### src/rtl/demux_pkg.sv
// Shared constants and types for the 1-to-8 frame distributor.
package demux_pkg;

  localparam int WIDTH = 16;
  localparam int LANES = 8;

  // FILL collects words into lanes, HOLD presents the frame to the consumer
  typedef enum logic {
    FILL = 1'b0,
    HOLD = 1'b1
  } state_t;

  typedef logic [2:0] lane_idx_t;

  // One-hot lane mask bit for a given lane index
  function automatic logic [LANES-1:0] laneOneHot(input lane_idx_t idx);
    return LANES'(1) << idx;
  endfunction

endpackage

### src/rtl/demux_lane_bank.sv
// Eight data registers plus the written-lane mask for one frame.
module demux_lane_bank
  import demux_pkg::*;
(
  input  logic                        clk,
  input  logic                        rst,
  input  logic                        i_we,
  input  lane_idx_t                   i_idx,
  input  logic [WIDTH-1:0]            i_data,
  input  logic                        i_clearMask,
  output logic [LANES-1:0][WIDTH-1:0] o_lanes,
  output logic [LANES-1:0]            o_mask,
  output logic                        o_oldBit
);

  logic [LANES-1:0][WIDTH-1:0] r_lanes;
  logic [LANES-1:0]            r_mask;

  // Lane data: cleared only by reset, otherwise kept until the lane is rewritten
  always_ff @(posedge clk) begin
    if (rst) begin
      r_lanes <= '0;
    end else if (i_we) begin
      r_lanes[i_idx] <= i_data;
    end
  end

  // Mask tracks which lanes were written since the last frame handoff
  always_ff @(posedge clk) begin
    if (rst || i_clearMask) begin
      r_mask <= '0;
    end else if (i_we) begin
      r_mask <= r_mask | laneOneHot(i_idx);
    end
  end

  assign o_lanes  = r_lanes;
  assign o_mask   = r_mask;
  assign o_oldBit = r_mask[i_idx];

endmodule

### src/rtl/demux_1x8_16bit_frame.sv
// Registered 1-to-8 word distributor: fills eight lanes and hands the frame off.
module demux_1x8_16bit_frame
  import demux_pkg::*;
(
  input  logic             clk,
  input  logic             rst,
  input  logic [WIDTH-1:0] in_data,
  input  logic             in_valid,
  output logic             in_ready,
  input  logic             addr_mode,
  input  logic             s0,
  input  logic             s1,
  input  logic             s2,
  input  logic             flush,
  output logic [WIDTH-1:0] out1,
  output logic [WIDTH-1:0] out2,
  output logic [WIDTH-1:0] out3,
  output logic [WIDTH-1:0] out4,
  output logic [WIDTH-1:0] out5,
  output logic [WIDTH-1:0] out6,
  output logic [WIDTH-1:0] out7,
  output logic [WIDTH-1:0] out8,
  output logic [LANES-1:0] lane_mask,
  output logic             frame_valid,
  input  logic             frame_ready,
  output logic             dup_err
);

  state_t                      r_state;
  state_t                      w_nextState;
  lane_idx_t                   r_ptr;
  lane_idx_t                   w_idx;
  logic                        r_dupErr;
  logic                        w_accept;
  logic                        w_clearMask;
  logic                        w_oldBit;
  logic [LANES-1:0]            w_mask;
  logic [LANES-1:0]            w_nextMask;
  logic [LANES-1:0][WIDTH-1:0] w_lanes;

  assign w_accept   = in_valid & in_ready;
  assign w_idx      = addr_mode ? {s2, s1, s0} : r_ptr;
  assign w_nextMask = w_mask | (w_accept ? laneOneHot(w_idx) : '0);

  demux_lane_bank u_bank (
    .clk         (clk),
    .rst         (rst),
    .i_we        (w_accept),
    .i_idx       (w_idx),
    .i_data      (in_data),
    .i_clearMask (w_clearMask),
    .o_lanes     (w_lanes),
    .o_mask      (w_mask),
    .o_oldBit    (w_oldBit)
  );

  // State register
  always_ff @(posedge clk) begin
    if (rst) begin
      r_state <= FILL;
    end else begin
      r_state <= w_nextState;
    end
  end

  // Next state: complete or flushed-nonempty frame goes to HOLD, consumer take returns to FILL
  always_comb begin
    w_nextState = r_state;
    case (r_state)
      FILL: begin
        if (w_nextMask == '1 || (flush && w_nextMask != '0)) begin
          w_nextState = HOLD;
        end
      end
      HOLD: begin
        if (frame_ready) begin
          w_nextState = FILL;
        end
      end
      default: w_nextState = FILL;
    endcase
  end

  // Handshake outputs decoded purely from the state register
  always_comb begin
    in_ready    = (r_state == FILL);
    frame_valid = (r_state == HOLD);
    w_clearMask = (r_state == HOLD) && frame_ready;
  end

  // Lane pointer advances only on sequential accepts and rewinds on frame handoff
  always_ff @(posedge clk) begin
    if (rst || w_clearMask) begin
      r_ptr <= '0;
    end else if (w_accept && !addr_mode) begin
      r_ptr <= r_ptr + 3'd1;
    end
  end

  // Duplicate-write pulse raised the cycle after a word lands on an already-written lane
  always_ff @(posedge clk) begin
    if (rst) begin
      r_dupErr <= 1'b0;
    end else begin
      r_dupErr <= w_accept & w_oldBit;
    end
  end

  assign dup_err   = r_dupErr;
  assign lane_mask = w_mask;
  assign out1      = w_lanes[0];
  assign out2      = w_lanes[1];
  assign out3      = w_lanes[2];
  assign out4      = w_lanes[3];
  assign out5      = w_lanes[4];
  assign out6      = w_lanes[5];
  assign out7      = w_lanes[6];
  assign out8      = w_lanes[7];

endmodule

### config.mk
export PLATFORM = sky130hd
export DESIGN_NAME = demux_1x8_16bit_frame
export DESIGN_NICKNAME = d
export VERILOG_FILES = /design/src/rtl/demux_pkg.sv /design/src/rtl/demux_lane_bank.sv /design/src/rtl/demux_1x8_16bit_frame.sv
export SDC_FILE = /design/constraint.sdc
export NUM_CORES = 1
export LEC_CHECK = 0
export BUFFER_PORTS_ARGS = -buffer_cell sky130_fd_sc_hd__buf_2
export CORE_ASPECT_RATIO = 0.6
export CORE_MARGIN = 5
export CORE_UTILIZATION = 46
export CTS_CLUSTER_DIAMETER = 50
export DETAILED_ROUTE_END_ITERATION = 7
export PLACE_DENSITY = 0.76
export SETUP_SLACK_MARGIN = 0.3
export SYNTH_ARGS = -nofsm -noshare
export SYNTH_HDL_FRONTEND = slang
export SYNTH_SLANG_ARGS = --single-unit
### constraint.sdc
create_clock -name clk -period 2.1 [get_ports clk]
set_input_delay 0.105 -clock clk [delete_from_list [all_inputs] [get_ports clk]]
set_output_delay 0.105 -clock clk [all_outputs]
set_load 0.01 [all_outputs]
* Yosys cells after proc, flatten, opt, wreduce, memory -nomap -nowiden
Index checks and enable logic that the tools add are counted.
W data, S select, Z words.
** Storage, ports and cells
- RAM bits :: 0
- Input port bits :: 25
- ROM bits :: 0
- Word-level logic and storage cells :: 40
- Memories kept :: 0
- Flip-flop bits (word level) :: 141
- Latch bits :: 0
- Output and inout port bits :: 139
** Cells by class
- Shifts and indexed selects :: 1
- Equal/unequal tests :: 1
- Reduce and logical (&&, ||, !) cells :: 8
- Bitwise logic cells :: 5
- Magnitude comparators :: 2
- Multiply operators :: 0
- $add $sub $neg :: 1
- Divide/modulo/power cells :: 0
- Multiplexer cells :: 10
** Operator list (count)
- $bwmux W128 :: 1
- $demux W16 S3 :: 1
- $mux W16 :: 1
- $or A8 B8 Y8 :: 2
- $eq A8 B8 Y1 const B :: 1
- $mux W8 :: 1
- $reduce_bool A8 Y1 :: 1
- $shl A1 B3 Y8 const A :: 1
- $logic_and A1 B1 Y1 :: 4
- $lt A3 B4 Y1 const B :: 1
- $add A3 B1 Y3 const B :: 1
- $bmux W1 S3 :: 1
- $ge A3 B1 Y1 const B :: 1
- $mux W1 :: 3
- $mux W3 :: 1
- $and A1 B1 Y1 :: 2
- $logic_or A1 B1 Y1 :: 2
- $pmux W1 S2 :: 1
- $logic_not A1 Y1 :: 1
- $not A1 Y1 :: 1

* Depth between registers and ports, before layout
- Depth after elaboration :: 9
- Mapped depth :: 7
- Gate-level depth less buffers :: 5

* By module
A second synthesis with hierarchy kept.
** Second synthesis, totals
- Cell total of the unflattened synthesis :: 656
- Area, all modules :: 5377.7 um^2
** Modules (own cells, without submodules)
- demux_lane_bank :: cells each 609, seq. area each 2722.6 um^2, area an instance 4977.3 um^2, instances 1
- demux_1x8_16bit_frame :: cells each 47, seq. area each 100.1 um^2, area an instance 400.4 um^2, instances 1

* Worst setup path after synthesis
No wires, ideal clock.
- Path kind :: flip-flop to flip-flop
- Start point :: reg r_ptr[0]
- End point :: reg r_state (netlist: frame_valid)
- Data required time :: 2.004 ns
- Setup slack :: 0.172 ns
- Setup time :: 0.096 ns
- Stages on the path, launching flop included :: 7
- Arrival :: 1.832 ns
- Buffers on the path :: 1
- Period minus slack after synthesis :: 1.928 ns
- Path through :: dfxtp_1 -> or3_1 -> buf_2 -> a211oi_4 -> nor2_2 -> or3_1 -> o41ai_2
** On the way
- Longest elaborated chain between the ends :: 9
- Elaborated cells on any way between the ends :: 10
- Those cells by class :: eq/ne (1); shift (1); mux (4); bitwise (1); reduce/logical (3)
** RTL lines
- start, declared :: RTL line demux_1x8_16bit_frame.sv:31 : lane_idx_t r_ptr;
- start signal, assigned :: RTL line demux_1x8_16bit_frame.sv:96 : r_ptr <= r_ptr + 3'd1;
- $mux W3 * :: RTL line demux_1x8_16bit_frame.sv:42 : assign w_idx = addr_mode ? {s2, s1, s0} : r_ptr;
- $shl A1 B3 Y8 * :: RTL line demux_pkg.sv:17 : return LANES'(1) << idx;
- $mux W8 * :: RTL line demux_1x8_16bit_frame.sv:43 : assign w_nextMask = w_mask | (w_accept ? laneOneHot(w_idx) : '0);
- $or A8 B8 Y8 * :: RTL line demux_1x8_16bit_frame.sv:43
- $reduce_bool A8 Y1 :: RTL line demux_1x8_16bit_frame.sv:71 : if (w_nextMask == '1 || (flush && w_nextMask != '0)) begin
- $logic_and A1 B1 Y1 :: RTL line demux_1x8_16bit_frame.sv:71
- $logic_or A1 B1 Y1 * :: RTL line demux_1x8_16bit_frame.sv:71
- $mux W1 * :: RTL line demux_1x8_16bit_frame.sv:71
- $pmux W1 S2 * :: RTL line demux_1x8_16bit_frame.sv:69 : case (r_state)
- end signal, assigned :: RTL line demux_1x8_16bit_frame.sv:62 : r_state <= w_nextState;
- end, declared :: RTL line demux_1x8_16bit_frame.sv:29 : state_t r_state;
Mark *: on every way between the ends. The rest lies on a longest branch, timed or not.
A chain may end at the register's enable or synchronous reset.

* Worst setup path in the final report
- Start point :: reg r_ptr[1]
- End point :: reg r_state (netlist: frame_valid)
The elaborated chain is that of the path after synthesis.

==> run_results.csv <==
group,metric,value,unit
cells_and_area,drive_above_1_share,29.3,%
placement,port_buffers,163,
logic_synthesis,yosysWarnings,0,
logic_synthesis,ys_types,44,
logic_synthesis,async_reset_ff_share,0,%
pwr,powerDensity,959,mW/mm^2
setup_path,r2r_setup_slack,0.35,ns
floorplanning,dieArea,0.0137,sq mm
detailed_routing,wire_per_inst,17.7,um
setup_path,critPathLaunchType,"flip-flop",
clock_network,path_clk_slew,0.06,ns
run,drv_cap,0,
logic_synthesis,syn_area_per_cell,8.07,sq um
hold_path,hp-class,"in2reg",
detailed_routing,ant_nets,0,
global_routing,track_usage,24.5,%
sta,fmax,573,MHz
floorplanning,ioPinCount,164,
sta,final_hold_viol_count,0,
setup_path,slowest_stage,"or3_4",
logic_synthesis,synth-edff-count,0,
logic_synthesis,ys.flop_type,"dfxtp_1",
cells_and_area,areaGrowthSynthToFinish,32.6,%
logic_synthesis,synth_mux_area_share,3.71,%
logic_synthesis,synth_area_leaders,"dfxtp_1 54%, nand2_1 17%, a21oi_1 11%",
detailed_routing,drt_iter0_drc,415,
clock_network,cts_buffers,17,
logic_synthesis,synthSimpleGateAreaFrac,21.8,%
clock_network,tritoncts,"built",
setup_path,cp_data_required_time,2.41,ns
global_routing,grt_pass1_vias,4926,
placement,gp_congestion,0.953,
setup_path,arrival,2.05,ns
cells_and_area,final_nets,830,
logic_synthesis,synthXorXnorAreaFrac,0.335,%
cells_and_area,antenna_cells,0,
detailed_routing,dr.pass1.iters,5,
pwr,total_leakage_power,2.97,nW
clock_network,cts_sinks,141,
logic_synthesis,synth_top_area_share,54.0,%
sta,slew_violations,0,
floorplanning,start_util,46.7,%
sta,rsz0062_at_grt,"yes",
setup_path,cp_max_fo,6,
pwr,vdd_ir_drop_max,0.000706,V
sta,clock_skew,0.00699,ns
logic_synthesis,netlist_area,0.00522,sq mm
setup_path,r2r_cells,5,
global_routing,grt.overflow.total,0,
clock_network,cts_root_buffer,"clkbuf_16",
detailed_routing,routed_wl,17.0,mm
sta,tightest_slew,0.519,ns
sta,hold_ws,0.0495,ns
setup_path,cp-end-kind,"flip-flop",
setup_path,max_stage_delay,0.42,ns
logic_synthesis,syn-num-nets,673,
detailed_routing,num_vias,5037,
sta,tns,0,ns
logic_synthesis,yosys.area.top_type,"dfxtp_1",
floorplanning,die_w,148,um
logic_synthesis,synth_compound_area_share,15.4,%
placement,placedCellCount,923,
logic_synthesis,syn_inst,647,
sta,slew_headroom,65.4,%
cells_and_area,final_cells,961,
sta,setup-violations-final,0,
logic_synthesis,synth_top_family_by_area,"simple AND/OR/NAND/NOR gates",
logic_synthesis,synth-adder-area-share,0.240,%
clock_network,clockBufferDepth,2,
setup_path,crit_type,"reg2reg",
sta,fin_crit,1.75,ns
logic_synthesis,ys_seq_area_share,54.0,%
global_routing,grt_pass1_wl,26.2,mm
detailed_routing,drcViolationCount,0,
hold_path,whs_path_depth,3,
logic_synthesis,ys_ff_latch,141,
floorplanning,num_rows,30,
floorplanning,coreArea,0.0112,sq mm
setup_path,cp_cell_sequence,"or3_4 -> a211oi_4 -> a21oi_1 -> or3_1 -> o41ai_2",
outcome,status,"completed",
pwr,fin_total_pwr,0.00664,W
detailed_routing,vias_per_cell,5.24,
clock_network,cts_max_level,4,
placement,dp_hpwl,11.8,mm
global_routing,antenna_found_initial,0,
clock_network,worstSkewPairLatency,0.41,ns
floorplanning,die_h,92.5,um
global_routing,grt_max_degree,54,
sta,finalCritPeriodShare,83.2,%
cell type report:
class                      instances  area (sq um)
clock inverter                    15           234
multi-input combinational        451          2200
inverter                           4          15.0
timing repair buffer             189          1050
tap                              144           180
clock buffer                      17           425
fill                             970          4260
sequential                       141          2830
worst max-delay path: cells and delay by family (launching register included):
family	cells	cell delay, ns
AO/OA/AOI/OAI	3	0.53
flip-flops	1	0.34
AND/OR/NAND/NOR	2	0.78
synth_stat cells (2+ instances only):
cell and n:
buf_2 15, a211oi_4 2, nand3_1 2, a21oi_1 119
nor2_2 4, a21o_1 2, mux2i_1 16, o22ai_1 3
nand2_1 238, buf_4 2, o21ai_0 3, nor2_1 33
or3_1 2, inv_1 4, dfxtp_1 141, o21ai_1 2
clkbuf_1 32
cells in the final DEF (no fill, tap or decap), drive strengths merged, types with 2 or more instances in the layout:
| cell | netlist | routed |
|---|---|---|
| buf | 18 | 188 |
| o22ai | 3 | 3 |
| nor2 | 37 | 37 |
| clkinvlp | 0 | 2 |
| bufinv | 0 | 5 |
| clkbuf | 33 | 18 |
| a21o | 2 | 2 |
| nand3 | 2 | 2 |
| o21ai | 5 | 5 |
| a21oi | 119 | 119 |
| inv | 4 | 9 |
| dfxtp | 141 | 141 |
| or3 | 2 | 2 |
| a211oi | 3 | 3 |
| nand2 | 238 | 238 |
| clkinv | 0 | 3 |
| mux2i | 17 | 17 |
| nor3 | 2 | 2 |
final timing paths:
path / from / end
worst min register to register: u_bank.o_lanes[59] / u_bank.o_lanes[59]
worst min-delay path: in_data[6] / u_bank.o_lanes[86]
worst max-delay path: r_ptr[1] / frame_valid
worst max register to register: r_ptr[1] / frame_valid
cell families after synthesis:
logic type / after synthesis
simple gates: 288
fa+ha+maj: 1
flops: 141
mux: 18
compound gates: 142
xor+xnor: 2
buf+inv: 55
what timing repair did:
item                                    CTS  global route
endpoints found under the setup margin    3            57
gates resized for setup                   2             6
gates cloned                              0             1
hold buffers                              0             0
pin swaps                                 0             1
setup buffers                             0             5
sequential cells by signal, summed over array words and instances, names as in the netlist:
register        count
r_ptr               3
u_bank.o_lanes    128
u_bank.o_mask       8
dup_err             1
frame_valid         1
per-stage QoR:
| step | area, sq um | setup slack (ns) | utilization, % |
|---|---|---|---|
| floorplan | 5230 | 0.275 | - |
| global placement | 6170 | 0.255 | 55.1 |
| detailed placement | 6170 | 0.220 | 55.1 |
| CTS | 6830 | 0.304 | 61.1 |
| global route | 6930 | 0.294 | 61.9 |
| finish | 6930 | 0.354 | 61.9 |
where the power goes:
group	switching [W]	internal (W)
sequential	0.0000504	0.00274
combinational	0.000338	0.000174
clock	0.00120	0.00213
total	0.00159	0.00505
layer usage:
layer  part of all wire [%]  global-route usage, %  wire length (um)
met5                      0                      0                 0
met4                   0.75                   7.67               127
met3                     11                   8.51              1850
met2                     43                   36.3              7350
met1                     45                   33.6              7700
No activity file was read; power rests on OpenSTA's default activity.
